File: src/rtl/dm_port_ctrl_pkg.sv
// Shared encodings for the data-memory port controller.
// Access size codes as driven by the CPU MEM stage (3 behaves as word).
// Arbitration/burst FSM state encoding.
package dm_port_ctrl_pkg;

  localparam logic [1:0] SZ_BYTE = 2'd0;
  localparam logic [1:0] SZ_HALF = 2'd1;
  localparam logic [1:0] SZ_WORD = 2'd2;

  typedef enum logic [1:0] {
    ST_IDLE  = 2'd0,
    ST_BURST = 2'd1,
    ST_DONE  = 2'd2
  } state_e;

endpackage

File: src/rtl/dm_lane_align.sv
// Byte-lane alignment between CPU-sized accesses and a 32-bit memory word.
// Purely combinational: zero latency.
// No flow control; the caller decides whether the access is actually issued.
module dm_lane_align
  import dm_port_ctrl_pkg::*;
(
  input  logic [1:0]  size_i,
  input  logic        sext_i,
  input  logic [1:0]  off_i,
  input  logic [31:0] word_i,
  input  logic [31:0] wdata_i,
  output logic [31:0] merged_o,
  output logic [31:0] load_o,
  output logic        misaligned_o
);

  logic [7:0]  byte_sel;
  logic [15:0] half_sel;

  assign byte_sel = word_i[{off_i, 3'b000} +: 8];
  assign half_sel = word_i[{off_i[1], 4'b0000} +: 16];

  // Store merge, load extract/extend and alignment check by access size.
  always_comb begin
    merged_o     = word_i;
    load_o       = word_i;
    misaligned_o = 1'b0;
    case (size_i)
      SZ_BYTE: begin
        merged_o[{off_i, 3'b000} +: 8] = wdata_i[7:0];
        load_o = {{24{sext_i & byte_sel[7]}}, byte_sel};
      end
      SZ_HALF: begin
        misaligned_o = off_i[0];
        merged_o[{off_i[1], 4'b0000} +: 16] = wdata_i[15:0];
        load_o = {{16{sext_i & half_sel[15]}}, half_sel};
      end
      default: begin
        misaligned_o = (off_i != 2'b00);
        merged_o     = wdata_i;
        load_o       = word_i;
      end
    endcase
    // A misaligned access never returns data.
    if (misaligned_o) begin
      load_o = 32'd0;
    end
  end

endmodule

File: src/rtl/dm_port_ctrl.sv
// Single-port data-memory controller shared by the CPU MEM stage and a burst device.
// CPU accesses complete in the same cycle; device read data returns one cycle after its beat.
// CPU wins each cycle unless the device has waited STARVE_LIM cycles; losers see cpu_stall / no dev_beat.
module dm_port_ctrl
  import dm_port_ctrl_pkg::*;
#(
  parameter int ADDR_W     = 10,
  parameter int STARVE_LIM = 4
) (
  input  logic              clk,
  input  logic              reset,
  input  logic              cpu_req,
  input  logic              cpu_we,
  input  logic [1:0]        cpu_size,
  input  logic              cpu_sext,
  input  logic [31:0]       cpu_addr,
  input  logic [31:0]       cpu_wdata,
  output logic [31:0]       cpu_rdata,
  output logic              cpu_stall,
  output logic              cpu_err,
  input  logic              dev_req,
  input  logic              dev_we,
  input  logic [ADDR_W-1:0] dev_addr,
  input  logic [3:0]        dev_len,
  input  logic [31:0]       dev_wdata,
  output logic              dev_gnt,
  output logic              dev_beat,
  output logic              dev_rvalid,
  output logic [31:0]       dev_rdata,
  output logic              dev_done,
  output logic [ADDR_W-1:0] dm_a,
  output logic [31:0]       dm_wd,
  output logic              dm_we,
  input  logic [31:0]       dm_rd
);

  // Wide enough to hold STARVE_LIM itself (and never zero width).
  localparam int SW = $clog2(STARVE_LIM + 2);

  state_e            state_q, state_d;
  logic [ADDR_W-1:0] ptr_q, ptr_d;
  logic [3:0]        cnt_q, cnt_d;
  logic              bwe_q, bwe_d;
  logic [SW-1:0]     starve_q, starve_d;
  logic              rvalid_q;
  logic [31:0]       rdata_q;

  logic        dev_wins;
  logic        cpu_go;
  logic        mis;
  logic [31:0] merged;
  logic [31:0] load_val;
  logic        unused_addr_bits;

  // High CPU address bits are intentionally dropped so addresses wrap.
  assign unused_addr_bits = ^cpu_addr[31:ADDR_W+2];

  dm_lane_align u_lane (
    .size_i       (cpu_size),
    .sext_i       (cpu_sext),
    .off_i        (cpu_addr[1:0]),
    .word_i       (dm_rd),
    .wdata_i      (cpu_wdata),
    .merged_o     (merged),
    .load_o       (load_val),
    .misaligned_o (mis)
  );

  // Device owns the port only in BURST, and then only if the CPU is absent or has starved it.
  assign dev_wins   = (state_q == ST_BURST) &&
                      (!cpu_req || (starve_q == SW'(STARVE_LIM)));
  assign cpu_go     = cpu_req && !dev_wins;
  assign dev_beat   = dev_wins;
  assign cpu_stall  = dev_wins && cpu_req;
  assign cpu_err    = cpu_req && mis;
  assign cpu_rdata  = load_val;
  assign dev_gnt    = (state_q == ST_IDLE) && dev_req && !reset;
  assign dev_done   = (state_q == ST_DONE);
  assign dev_rvalid = rvalid_q;
  assign dev_rdata  = rdata_q;

  // Memory port mux; a stalled CPU access never writes.
  always_comb begin
    dm_a  = cpu_addr[ADDR_W+1:2];
    dm_wd = merged;
    dm_we = cpu_go && cpu_we && !mis;
    if (dev_beat) begin
      dm_a  = ptr_q;
      dm_wd = dev_wdata;
      dm_we = bwe_q;
    end
  end

  // Burst FSM next state, pointer/count advance and starvation tracking.
  always_comb begin
    state_d  = state_q;
    ptr_d    = ptr_q;
    cnt_d    = cnt_q;
    bwe_d    = bwe_q;
    starve_d = starve_q;
    case (state_q)
      ST_IDLE: begin
        if (dev_req) begin
          ptr_d   = dev_addr;
          cnt_d   = dev_len;
          bwe_d   = dev_we;
          state_d = ST_BURST;
        end
      end
      ST_BURST: begin
        if (dev_wins) begin
          ptr_d = ptr_q + ADDR_W'(1);
          cnt_d = cnt_q - 4'd1;
          if (cpu_req) begin
            starve_d = '0;
          end
          if (cnt_q == 4'd0) begin
            state_d = ST_DONE;
          end
        end else begin
          starve_d = starve_q + SW'(1);
        end
      end
      ST_DONE: begin
        state_d = ST_IDLE;
      end
      default: begin
        state_d = ST_IDLE;
      end
    endcase
  end

  // FSM and burst bookkeeping registers.
  always_ff @(posedge clk or posedge reset) begin
    if (reset) begin
      state_q  <= ST_IDLE;
      ptr_q    <= '0;
      cnt_q    <= '0;
      bwe_q    <= 1'b0;
      starve_q <= '0;
    end else begin
      state_q  <= state_d;
      ptr_q    <= ptr_d;
      cnt_q    <= cnt_d;
      bwe_q    <= bwe_d;
      starve_q <= starve_d;
    end
  end

  // Capture device read beats; rvalid is a one-cycle flag per beat.
  always_ff @(posedge clk or posedge reset) begin
    if (reset) begin
      rvalid_q <= 1'b0;
      rdata_q  <= '0;
    end else begin
      rvalid_q <= dev_beat && !bwe_q;
      if (dev_beat && !bwe_q) begin
        rdata_q <= dm_rd;
      end
    end
  end

endmodule

File: config.mk
export PLATFORM = sky130hd
export DESIGN_NAME = dm_port_ctrl
export DESIGN_NICKNAME = d
export VERILOG_FILES = /design/src/rtl/dm_port_ctrl_pkg.sv /design/src/rtl/dm_lane_align.sv /design/src/rtl/dm_port_ctrl.sv
export SDC_FILE = /design/constraint.sdc
export NUM_CORES = 1
export LEC_CHECK = 0
export ABC_AREA = 1
export BUFFER_PORTS_ARGS = -buffer_cell sky130_fd_sc_hd__buf_2
export CORE_ASPECT_RATIO = 1.5
export CORE_UTILIZATION = 40
export DETAILED_ROUTE_END_ITERATION = 12
export PLACE_DENSITY = 0.77
export REMOVE_ABC_BUFFERS = 1
export SETUP_SLACK_MARGIN = 0.3
export SYNTH_ARGS = -nofsm -noshare
export SYNTH_HDL_FRONTEND = slang
export SYNTH_SLANG_ARGS = --single-unit
File: constraint.sdc
create_clock -name clk -period 2.7 [get_ports clk]
set_clock_uncertainty 0.2 [all_clocks]
set_input_delay 0.54 -clock clk [delete_from_list [all_inputs] [get_ports clk]]
set_output_delay 0.54 -clock clk [all_outputs]
set_load 0.005 [all_outputs]
==> results.sh <==
export IMPL_groute_usage_overall=0.333
export IMPL_cts_hold_buffers_added=0
export IMPL_numPortBuffers=243
export IMPL_clkSinkCount=53
export IMPL_grt_max_degree=61
export IMPL_post_synth_cell_area_avg_um2=6.17
export IMPL_numPlacedInstances=1135
export IMPL_synth_cell_types=30
export IMPL_cts_buffers_inserted=5
export IMPL_drt_total_wl_um=21700
export IMPL_most_common_layout_cells="sky130_fd_sc_hd__buf_2 (239), sky130_fd_sc_hd__nand2_1 (136), sky130_fd_sc_hd__a21oi_1 (83), sky130_fd_sc_hd__o21ai_0 (77), sky130_fd_sc_hd__nor2_1 (67)"
export IMPL_setup_viol=0
export IMPL_drt_first_pass_iters=9
export IMPL_rr_worst_depth=11
export IMPL_worst_setup_path_type="primary input to primary output"
export IMPL_synth_edff_count=0
export IMPL_cp_arrival_ns=1.95
export IMPL_coreArea_um2=11100
export IMPL_worstSetupEndpointType="primary output"
export IMPL_syn_area_um2=4590
export IMPL_worst_ir_drop_vdd_mv=0.587
export IMPL_initial_utilization=0.413
export IMPL_grt_pass1_wl_um=30100
export IMPL_pwr_density_cell_nw_per_um2=757
export IMPL_crit_reg2reg_launch="starve_q[1]"
export IMPL_clk_transition_reported_paths_ns=0.08
export IMPL_synth_async_reset_ratio=1.00
export IMPL_r2r_slack_ns=0.51
export IMPL_layout_area_overhead_vs_synth_pct=67.0
export IMPL_timing_rr_end="ptr_q[6]"
export IMPL_dp_hpwl_um=14000
export IMPL_antenna_cells=0
export IMPL_row_count=47
export IMPL_share_of_the_clock_period_used_by_the_worst_path=0.995
export IMPL_final_min_clock_period_ns=2.69
export IMPL_die_width_um=89.5
export IMPL_detailedPlace_worstSlack_ns=-0.0436
export IMPL_ys_seq_elements=53
export IMPL_slew_headroom=0.728
export IMPL_drv_slew=0
export IMPL_achievable_frequency_ghz=0.372
export IMPL_drive_above_1_share=0.449
export IMPL_synth_warning_count=0
export IMPL_maxCapViolations=0
export IMPL_clock_root_buffer="sky130_fd_sc_hd__clkbuf_16"
export IMPL_synth_main_ff_cell="sky130_fd_sc_hd__dfrtp_1"
export IMPL_syn_inst=744
export IMPL_clock_h_tree_levels=2
export IMPL_hold_viol=0
export IMPL_finish_net_count=1193
export IMPL_design_power_total_mw=5.80
export IMPL_final_fill_count=929
export IMPL_worstPathRequired_ns=1.96
export IMPL_post_route_worst_setup_slack_ns=0.0133
export IMPL_grt_pass1_vias=5846
export IMPL_tightestPinTransition_ns=0.407
export IMPL_dieHeight_um=133
export IMPL_grt_antenna_before_repair=1
export IMPL_setup_tns_ns=0
export IMPL_final_common_cell="sky130_fd_sc_hd__buf_2"
export IMPL_antenna_violating_nets_post_route=0
export IMPL_floorplan_die_area_um2=11900
export IMPL_total_leakage_power_nw=3.86
export IMPL_route_detailed_drc=0
export IMPL_placed_area_um2=6180
export IMPL_vias_per_cell=5.66
export IMPL_grt_overflow=0
export IMPL_min_path_type="primary input to asynchronous set/reset pin"
export IMPL_top_level_ports=264
export IMPL_first_iter_violations=848
export IMPL_vias=6685
export IMPL_unrepaired_setup_endpoints_after_global_routing="true"
export IMPL_status="completed"
export IMPL_cts_tree="built"
export IMPL_place_gp_congestion=0.929
export IMPL_sequential_fraction_of_the_synthesis_area=0.289
export IMPL_route_detailed_wl_per_inst_um=18.4
export IMPL_ctsLongestPathBuffers=2
export IMPL_worst_path_max_fanout=5
export IMPL_final_area_um2=7670
export IMPL_clock_insertion_delay_worst_skew_ns=0.31
export IMPL_post_layout_nonfiller_instances=1181
export IMPL_start_kind="primary input"
state kept, by name (all words and copies together), names as in the netlist:
name and flops:
state_q 2, dev_rdata 32, ptr_q 10, bwe_q 1
cnt_q 4, starve_q 3, dev_rvalid 1
logic make-up (layout without fill, tap and decap cells):
kind of cell / after synthesis / after routing / synth area share
AND/OR/NAND/NOR: 293 / 293 / 0.267
AO/OA/AOI/OAI: 270 / 270 / 0.308
buffers and inverters: 117 / 407 / 0.108
flip-flops: 53 / 53 / 0.289
adder cells (fa/ha/maj): 9 / 9 / 0.0245
XOR/XNOR: 1 / 1 / 0.00191
multiplexers: 1 / 1 / 0.00245
cells in the mapped netlist, types with 6 or more instances:
cell type / n / share of area
sky130_fd_sc_hd__nor2_1: 86 / 0.070
sky130_fd_sc_hd__buf_4: 6 / 0.0098
sky130_fd_sc_hd__nand3_1: 32 / 0.035
sky130_fd_sc_hd__a21oi_1: 101 / 0.11
sky130_fd_sc_hd__o21ai_1: 22 / 0.024
sky130_fd_sc_hd__inv_1: 66 / 0.054
sky130_fd_sc_hd__o22ai_1: 7 / 0.0095
sky130_fd_sc_hd__o21ai_0: 117 / 0.13
sky130_fd_sc_hd__ha_1: 9 / 0.025
sky130_fd_sc_hd__dfrtp_1: 53 / 0.29
sky130_fd_sc_hd__nand2_1: 159 / 0.13
sky130_fd_sc_hd__buf_2: 14 / 0.015
sky130_fd_sc_hd__clkbuf_1: 22 / 0.018
sky130_fd_sc_hd__o211ai_1: 15 / 0.025
worst max-delay path by stage:
stage	startpoint	endpoint	slack (ns)	cells past startpoint
after global routing	cpu_addr[0]	dm_wd[27]	0.01	8
final	cpu_addr[1]	dm_wd[14]	0.01	9
after global placement	cpu_addr[1]	cpu_rdata[2]	-0.03	12
after CTS	starve_q[0]	dm_wd[26]	0.15	11
after floorplan	cpu_addr[1]	cpu_rdata[16]	-0.08	8
after detailed placement	cpu_addr[1]	dm_wd[7]	-0.04	12
worst max-delay path: stages:
cell and delay [ns]:
sky130_fd_sc_hd__buf_12 0.11, sky130_fd_sc_hd__clkinv_8 0.07, sky130_fd_sc_hd__ha_4 0.29, sky130_fd_sc_hd__inv_4 0.05, sky130_fd_sc_hd__buf_4 0.14, sky130_fd_sc_hd__o21ai_0 0.27, sky130_fd_sc_hd__o211ai_1 0.17, sky130_fd_sc_hd__a21oi_1 0.17
sky130_fd_sc_hd__buf_2 0.13
metal layers:
metal	routed length, um	vias to the layer above	GRT usage
li1	-	3074	-
met1	7540	2983	0.384
met2	10600	481	0.560
met3	1940	145	0.0682
met4	1560	2	0.186
met5	16	-	0
report_power, final:
group          internal (mW)  switching, mW  leakage (nW)  total, mW
Sequential              1.19          0.235         0.643       1.42
Clock                  0.447          0.344        0.0859      0.791
Combinational           1.61           1.98          3.13       3.59
cell type report:
cell class / count / area, um^2 / share of cell area
clock inverter: 3 / 50.0 / 0.00653
multi-input combinational: 574 / 3390 / 0.442
inverter: 72 / 334 / 0.0436
clock buffer: 5 / 125 / 0.0163
timing repair buffer: 327 / 2260 / 0.295
sequential: 53 / 1330 / 0.173
tap: 147 / 184 / 0.0240
repair_timing:
action / 4_1_cts / 5_1_grt
setup buffers: 15 / 16
resized for setup: 128 / 134
gates cloned: 6 / 1
pin swaps: 20 / 34
setup endpoints to repair: 77 / 77
stage by stage:
step           hold WS (ns)  utilization
2_1_floorplan         0.265            -
3_3_place_gp          0.249        0.556
3_5_place_dp          0.253        0.556
4_1_cts              0.0372        0.632
5_1_grt              0.0586        0.690
6_report             0.0103        0.690
(Power assumes the default switching activity.)
